$ cat src/rtl/display_matrix_scanner_if.sv
// Frame-memory read port shared by the LED scan engine (master) and the memory arbiter (slave).
interface display_matrix_scanner_if #(
   parameter int RW = 3,
   parameter int CW = 3,
   parameter int CH = 2
);
   logic             mem_en;
   logic [RW+CW-1:0] mem_addr;
   logic             mem_valid;
   logic [CH-1:0]    mem_data;

   modport master (output mem_en, output mem_addr, input mem_valid, input mem_data);
   modport slave  (input mem_en, input mem_addr, output mem_valid, output mem_data);
endinterface

$ cat src/rtl/display_matrix_scanner.sv
// LED-matrix scan engine: prefetches the next row into a shadow buffer with flicker patches
// applied, and swaps it onto the column drivers on each scan tick (blank + underrun if late).
module display_matrix_scanner #(
   parameter int ROWS = 8,
   parameter int COLS = 8,
   parameter int CH   = 2,
   parameter int RW   = $clog2(ROWS),
   parameter int CW   = $clog2(COLS),
   parameter int PCW  = (CH > 1) ? $clog2(CH) : 1
) (
   input  logic                      clk,
   input  logic                      rst_n_,
   input  logic                      en,
   input  logic                      scan_tick,
   input  logic                      flicker_state,
   input  logic                      screen_flicker_en,
   input  logic                      point_flicker_en,
   input  logic [RW+CW-1:0]          point_flicker_pos,
   input  logic [PCW-1:0]            point_flicker_ch,
   input  logic [CH-1:0]             chan_flicker_en,
   display_matrix_scanner_if.master  mem,
   output logic [ROWS-1:0]           led_row,
   output logic [CH*COLS-1:0]        led_col,
   output logic                      underrun
);
   typedef enum logic [1:0] {FETCH = 2'd0, GAP = 2'd1, DONE = 2'd2} state_t;

   state_t             state, state_nxt;
   logic [RW-1:0]      fetch_row, disp_row;
   logic [CW-1:0]      col_i;
   logic [CH*COLS-1:0] shadow, shadow_nxt;
   logic [CH-1:0]      pix;
   logic               row_on, active, store;

   function automatic logic [CH-1:0] patch_pixel(
      input logic [CH-1:0]  data,
      input logic           fs,
      input logic           scr_en,
      input logic           pt_hit,
      input logic [PCW-1:0] pt_ch,
      input logic [CH-1:0]  ch_mask
   );
      logic [CH-1:0] p;
      p = data;
      for (int k = 0; k < CH; k++) begin
         if (scr_en)
            p[k] = (k == 0) ? fs : ~fs;
         else if (pt_hit) begin
            if (PCW'(k) == pt_ch) p[k] = fs;
         end
         else if (ch_mask[k] && data[k])
            p[k] = fs;
      end
      return p;
   endfunction

   // A tick in the same cycle as mem_valid aborts the row, so that beat is dropped.
   assign store        = mem.mem_en && mem.mem_valid && !scan_tick;
   assign mem.mem_addr = {fetch_row, col_i};
   assign pix = patch_pixel(mem.mem_data, flicker_state, screen_flicker_en,
                            point_flicker_en && (point_flicker_pos == {fetch_row, col_i}),
                            point_flicker_ch, chan_flicker_en);

   always_comb begin
      shadow_nxt = shadow;
      for (int c = 0; c < COLS; c++) begin
         if (CW'(c) == col_i) begin
            for (int k = 0; k < CH; k++) shadow_nxt[k*COLS + c] = pix[k];
         end
      end
   end

   always_ff @(posedge clk or negedge rst_n_) begin
      if (!rst_n_)
         state <= FETCH;
      else if (!en)
         state <= FETCH;
      else
         state <= state_nxt;
   end

   always_comb begin
      state_nxt = state;
      if (scan_tick)
         state_nxt = FETCH;
      else begin
         case (state)
            FETCH:   if (store) state_nxt = (col_i == CW'(COLS-1)) ? DONE : GAP;
            GAP:     state_nxt = FETCH;
            DONE:    state_nxt = DONE;
            default: state_nxt = FETCH;
         endcase
      end
   end

   // active holds requests off for the first cycle out of reset so mem_en reads 0 while in reset.
   always_comb begin
      mem.mem_en = 1'b0;
      if (active && state == FETCH) mem.mem_en = 1'b1;
   end

   always_ff @(posedge clk or negedge rst_n_) begin
      if (!rst_n_) begin
         active    <= 1'b0;
         row_on    <= 1'b0;
         disp_row  <= RW'(ROWS-1);
         fetch_row <= '0;
         col_i     <= '0;
         shadow    <= '0;
         led_col   <= '0;
         underrun  <= 1'b0;
      end
      else if (!en) begin
         active    <= 1'b0;
         row_on    <= 1'b0;
         disp_row  <= RW'(ROWS-1);
         fetch_row <= '0;
         col_i     <= '0;
         shadow    <= '0;
         led_col   <= '0;
         underrun  <= 1'b0;
      end
      else begin
         active   <= 1'b1;
         underrun <= 1'b0;
         if (scan_tick) begin
            row_on    <= 1'b1;
            disp_row  <= fetch_row;
            fetch_row <= fetch_row + 1'b1;
            col_i     <= '0;
            shadow    <= '0;
            if (state == DONE)
               led_col <= shadow;
            else begin
               led_col  <= '0;
               underrun <= 1'b1;
            end
         end
         else if (store) begin
            shadow <= shadow_nxt;
            col_i  <= col_i + 1'b1;
         end
      end
   end

   assign led_row = row_on ? (ROWS'(1) << disp_row) : '0;

endmodule

$ cat src/flat_wrapper.sv
// flat-port wrapper written by rule: the top's interface ports become plain ports
module display_matrix_scanner_flat 
#(
   parameter int ROWS = 8,
   parameter int COLS = 8,
   parameter int CH   = 2,
   parameter int RW   = $clog2(ROWS),
   parameter int CW   = $clog2(COLS),
   parameter int PCW  = (CH > 1) ? $clog2(CH) : 1
)
  (clk, rst_n_, en, scan_tick, flicker_state, screen_flicker_en, point_flicker_en, point_flicker_pos, point_flicker_ch, chan_flicker_en, led_row, led_col, underrun, mem_mem_en, mem_mem_addr, mem_mem_valid, mem_mem_data);
  display_matrix_scanner_if #(.RW(RW), .CW(CW), .CH(CH)) mem_i ();
  input  logic clk;
  input  logic rst_n_;
  input  logic en;
  input  logic scan_tick;
  input  logic flicker_state;
  input  logic screen_flicker_en;
  input  logic point_flicker_en;
  input  logic [RW+CW-1:0] point_flicker_pos;
  input  logic [PCW-1:0] point_flicker_ch;
  input  logic [CH-1:0] chan_flicker_en;
  output logic [ROWS-1:0] led_row;
  output logic [CH*COLS-1:0] led_col;
  output logic underrun;
  output wire logic [$bits(mem_i.mem_en)-1:0] mem_mem_en;
  output wire logic [$bits(mem_i.mem_addr)-1:0] mem_mem_addr;
  input wire logic [$bits(mem_i.mem_valid)-1:0] mem_mem_valid;
  input wire logic [$bits(mem_i.mem_data)-1:0] mem_mem_data;
  assign mem_mem_en = mem_i.mem_en;
  assign mem_mem_addr = mem_i.mem_addr;
  assign mem_i.mem_valid = mem_mem_valid;
  assign mem_i.mem_data = mem_mem_data;
  display_matrix_scanner #(.ROWS(ROWS), .COLS(COLS), .CH(CH), .RW(RW), .CW(CW), .PCW(PCW)) u_core (.clk(clk), .rst_n_(rst_n_), .en(en), .scan_tick(scan_tick), .flicker_state(flicker_state), .screen_flicker_en(screen_flicker_en), .point_flicker_en(point_flicker_en), .point_flicker_pos(point_flicker_pos), .point_flicker_ch(point_flicker_ch), .chan_flicker_en(chan_flicker_en), .mem(mem_i), .led_row(led_row), .led_col(led_col), .underrun(underrun));
endmodule
$ cat config.mk
export PLATFORM = sky130hd
export DESIGN_NAME = display_matrix_scanner_flat
export DESIGN_NICKNAME = d
export VERILOG_FILES = /design/src/rtl/display_matrix_scanner_if.sv /design/src/rtl/display_matrix_scanner.sv /design/src/flat_wrapper.sv
export SDC_FILE = /design/constraint.sdc
export NUM_CORES = 1
export LEC_CHECK = 0
export ABC_AREA = 1
export BUFFER_PORTS_ARGS = -buffer_cell sky130_fd_sc_hd__buf_2
export CORE_MARGIN = 2
export CORE_UTILIZATION = 57
export DETAILED_ROUTE_END_ITERATION = 8
export PLACE_DENSITY = 0.95
export SKIP_LAST_GASP = 1
export SYNTH_ARGS = -nofsm -noshare
export SYNTH_HDL_FRONTEND = slang
export SYNTH_SLANG_ARGS = --single-unit
$ cat constraint.sdc
create_clock -name clk -period 3.8 [get_ports clk]
set_input_delay 0.76 -clock clk [delete_from_list [all_inputs] [get_ports clk]]
set_output_delay 0.76 -clock clk [all_outputs]
set_load 0.03 [all_outputs]
Word level (Yosys, flattened, before mapping) --
Index checks and enable logic that the tools add are counted.
Storage, ports and cells: register bits after elaboration 46, output and inout bits 32, word-level logic and storage cells 108
Cells by class: $add $sub $neg 2, equality and inequality tests 21, shift-type cells 1, muxes and demuxes 50, bitwise operators 1, reduce and logical (&&, ||, !) cells 17
Operators by type and width (number):
- 16-bit 2-to-1 mux | 6
- 1-bit 2-to-1 mux | 31
- 3-bit by 1-bit != test with 1-bit output (second input constant) | 9
- 3-bit 2-to-1 mux | 7
- 2-bit AND reduction | 8
- 3-bit == test (first input constant) | 4
- 2-bit 2-to-1 mux | 4
- 8-bit 2-to-1 mux | 1
- 1-bit by 3-bit left shift with 8-bit output (first input constant) | 1
- 3-bit by 1-bit adder with 3-bit output (second input constant) | 2
- 2-bit by 3-bit == test with 1-bit output (first input constant) | 2
- 6-bit == test | 1
- 1-bit logical AND | 6
- 4-bit by 3-bit != test with 1-bit output (second input constant) | 1
- 2-bit case mux with 2 select lines | 1
- 1-bit by 3-bit == test with 1-bit output (first input constant) | 1
- 3-bit == test (second input constant) | 1
- 3-bit logical NOT | 1
- 2-bit == test (second input constant) | 1
- 2-bit logical NOT | 1
- 2-bit by 1-bit != test with 1-bit output (second input constant) | 1
- 1-bit logical NOT | 1
- 1-bit inverter | 1

Depth between registers and ports, before layout --
word-level depth 9, gate-level depth with buffers 12, gate-level depth less buffers 12

Worst setup path before layout --
Ideal clock, no wire load.
path type register -> output, from reg u_core.disp_row[2], to out led_row[4], data arrival time 1.016 ns, slack 2.024 ns, cell stages (with the launch flop) 3, buffers on the path 0, cell sequence dfstp_2 > nand2_1 > nor2_1
On the way: cells in the longest elaborated chain, start to end 2
Ends and longest elaborated chain:
- start, declared | line display_matrix_scanner.sv:29 | logic [RW-1:0] fetch_row, disp_row;
- start signal, assigned | line display_matrix_scanner.sv:106 | disp_row <= RW'(ROWS-1);
- start signal, assigned | line display_matrix_scanner.sv:116 | disp_row <= RW'(ROWS-1);
- start signal, assigned | line display_matrix_scanner.sv:128 | disp_row <= fetch_row;
- 1-bit by 3-bit left shift with 8-bit output | line display_matrix_scanner.sv:146 | assign led_row = row_on ? (ROWS'(1) << disp_row) : '0;
- 8-bit 2-to-1 mux | line display_matrix_scanner.sv:146
- end, declared | line flat_wrapper.sv:23 | output logic [ROWS-1:0] led_row;
Every way passes these cells.

Final worst setup path --
from in en, to reg u_core.shadow[13]
On the way: cells in the longest elaborated chain, start to end 2, elaborated cells on any way between the ends 4, those cells by class eq/ne: 2; mux: 1; reduce/logical: 1
Ends and longest elaborated chain:
- start, declared | line flat_wrapper.sv:15 | input logic en;
- 3-bit by 1-bit != test with 1-bit output (no source line)
- 2-bit AND reduction (no source line)
- end signal, assigned | line display_matrix_scanner.sv:140 | shadow <= shadow_nxt;
- end, declared | line display_matrix_scanner.sv:31 | logic [CH*COLS-1:0] shadow, shadow_nxt;
Parallel ways exist; a longest one is shown, timed or not. A chain may end at the register's enable or synchronous reset.

==> reports/metrics.yaml <==
sta:
  post-route-period-util_pct: 54.1
  worst_slew_pin_slew_ns: 1.00
  tns_ns: 0
  finalCriticalPeriod_ns: 2.06
  hold_viol: 0
  rsz0062_at_grt: "false"
  drv_slew: 0
  skew_ns: 0.0178
  max_freq_ghz: 0.486
  finalSetupViolations: 0
  max_slew_margin_pct: 33.3
global_routing:
  grt_overflow: 0
  grt_pass1_wl_um: 8140
  antenna_found_initial: 0
  grt_max_degree: 47
  track_usage_pct: 24.8
  grt_pass1_vias: 1812
die:
  rows: 22
  io_pins: 51
  dieArea_mm2: 0.00433
  die_y_um: 65.8
  coreArea_mm2: 0.00366
  initial_utilization_pct: 59.5
  chipWidth_um: 65.8
setup_path:
  slowest_stage: "nor2_4"
  arrival_ns: 2.29
  rrSetupSlack_ns: 2.24
  crit_type: "in -> reg"
  timing.rr.start: "u_core.col_i[0]$_DFFE_PN0P_"
  cp-endpoint: "u_core.shadow[13]$_DFFE_PN0P_"
  worstSetupEndpointType: "flop"
  slowest_delay_ns: 0.58
  crit_chain: "buf_2 > inv_2 > nor2_4 > inv_2 > a21oi_1 > nand2_2 > o21ai_1"
  critPathMaxFanout: 36
  required_ns: 4.03
  startpoint: "en"
  crit_top_cell: "inv_2"
  reg2reg_depth: 10
  reg2reg_to: "u_core.shadow[3]$_DFFE_PN0P_"
  cp-start-kind: "primary input"
final_layout:
  n_antenna_cell: 0
  fin_nets: 320
  final_area_mm2: 0.00255
  drive_gt1_share_pct: 25.1
  finalNonFillerCells: 343
  nFillCells: 272
  area_growth_syn_to_layout_pct: 17.4
route:
  vias: 1845
  wire_per_inst_um: 13.7
  ant_nets: 0
  drt_pass1_iterations: 4
  drt_iter0_markers: 159
  drc: 0
  wl_um: 4690
  vias_per_cell: 5.38
power:
  vdd_drop_max_mv: 0.217
  power_density_mw_per_mm2: 364
  p_leak_uw: 0.00140
synth:
  syn_area_mm2: 0.00218
  synth-compound-area-share_pct: 13.9
  avgSynthCellArea_um2: 9.00
  seq_area_frac_synth_pct: 53.0
  async_flop_share_pct: 100
  synth_warnings: 0
  synth_top_family_by_area: "simple AND/OR/NAND/NOR gates"
  yosysMostFrequentCell: "nand2_1"
  synth.ff_latch_count: 46
  synthTopCellsByCount: "nand2_1, dfrtp_1, inv_1, nor2_1, nand3_1"
  yosys.area.top_type_share_pct: 49.4
  synth-simple-area-share_pct: 22.3
  synth_cell_types: 26
  synthMuxAreaShare_pct: 0.460
  synthAdderAreaFrac_pct: 4.02
  syn_nets: 268
  synth_edf_count: 0
  synthFlopType: "dfrtp_1"
  synthTopCellsByArea: "dfrtp_1, nand2_1, a32o_1"
  yosys.area_share.xor_xnor_pct: 0
  synth_top_cell_by_area: "dfrtp_1"
  netlist_instances: 242
worst_hold_path:
  hold_path_class: "reg -> reg"
  hold_path_depth: 1
place:
  dpl.hpwl_um: 3290
  routabilityCongestion: 0.807
  placed_area_mm2: 0.00246
  port_buffers: 50
  dp_cells: 335
clock_network:
  clk_latency_ns: 0.30
  path_clk_slew_ns: 0.10
  cts_made_buffers: 5
  cts_setup_buffers: 0
  cts_hold_buf: 0
  cts.sinks: 46
  clock_path_buffers: 2
  ctsRootBufferMaster: "clkbuf_8"
  cts_max_level: 2
  tritoncts: "built"
  cts_resized: 0
outcome:
  status: "complete, no violations"
job:
  cap_violations: 0
## report_power, final
group          leakage [µW]  total, µW  internal, µW  switching (µW)
clock network     0.0000408        308           132             177
logic              0.000741        107          30.4            76.8
registers          0.000622        513           503            9.88
total               0.00140        929           666             263
## critical path, delay by kind of cell
family	cells	cell delay, ns
buffers and inverters	3	0.38
AO/OA/AOI/OAI	2	0.40
AND/OR/NAND/NOR	2	0.75
## area by class of cell
class / instances / area [µm²] / area share, %
clock buffer: 5 / 68.8 / 2.69
multi-input combinational: 161 / 885 / 34.6
inverter: 30 / 113 / 4.41
timing repair buffer: 50 / 250 / 9.79
sequential: 46 / 1150 / 45.2
tap: 48 / 60.1 / 2.35
clock inverter: 3 / 23.8 / 0.930
## worst min path at each step
stage	from	endpoint	slack (ns)
floorplan	u_core.shadow[3]$_DFFE_PN0P_	u_core.shadow[3]$_DFFE_PN0P_	0.45
global placement	u_core.shadow[0]$_DFFE_PN0P_	u_core.shadow[0]$_DFFE_PN0P_	0.46
detailed placement	u_core.led_col[1]$_DFFE_PN0N_	u_core.led_col[1]$_DFFE_PN0N_	0.47
CTS	u_core.led_col[1]$_DFFE_PN0N_	u_core.led_col[1]$_DFFE_PN0N_	0.49
global route	u_core.led_col[4]$_DFFE_PN0N_	u_core.led_col[4]$_DFFE_PN0N_	0.52
finish	u_core.led_col[14]$_DFFE_PN0N_	u_core.led_col[14]$_DFFE_PN0N_	0.49
## registers in the layout, summed over array words and instances, names as in the netlist
signal / flops
u_core.underrun: 1
u_core.disp_row: 3
u_core.col_i: 3
u_core.led_col: 16
u_core.row_on: 1
u_core.shadow: 16
u_core.state: 2
u_core.fetch_row: 3
u_core.active: 1
## per-stage QoR
stage | setup WS (ns) | util, % | total power, µW | hold WS [ns]
after floorplan | 2.02 | - | 587 | 0.450
after global placement | 1.57 | 67.3 | 625 | 0.464
after detailed placement | 1.45 | 67.3 | 629 | 0.474
after CTS | 1.74 | 69.8 | 929 | 0.495
after global routing | 1.55 | 69.8 | 966 | 0.522
final | 1.74 | 69.8 | 929 | 0.492
## cell usage in the layout (no fill, tap or decap)
cell type and instances:
nor2_2 2, dfrtp_1 43, nand2_2 3, nor2_1 20, inv_2 4, ha_1 7, o21ai_1 8, a21oi_1 6
nand2_4 1, inv_6 1, dfstp_2 3, o22ai_1 1, nand2_1 64, a21boi_0 1, nor3_1 1, nand3_1 17
mux2i_1 1, nand3_2 1, clkinvlp_4 2, nor3_4 1, a32o_1 16, clkbuf_8 5, a22oi_1 2, clkinv_1 1
buf_2 50, nor2_4 1, o21ai_0 7, inv_1 25, o21bai_1 1
## kinds of logic after synthesis
logic type,after synthesis
flip-flops,46
multiplexers,1
AND/OR/NAND/NOR,111
AO/OA/AOI/OAI,42
buffers and inverters,35
adder cells (fa/ha/maj),7
## per-layer routing
metal | track usage (%) | routed length (µm) | vias to the layer above
met3 | 5.28 | 315 | 2
met4 | 5.99 | 14 | 0
met1 | 33.6 | 2110 | 871
met2 | 40.9 | 2260 | 67
li1 | - | - | 905
met5 | 0 | 0 | -
Power figures use the tool's default switching activity.
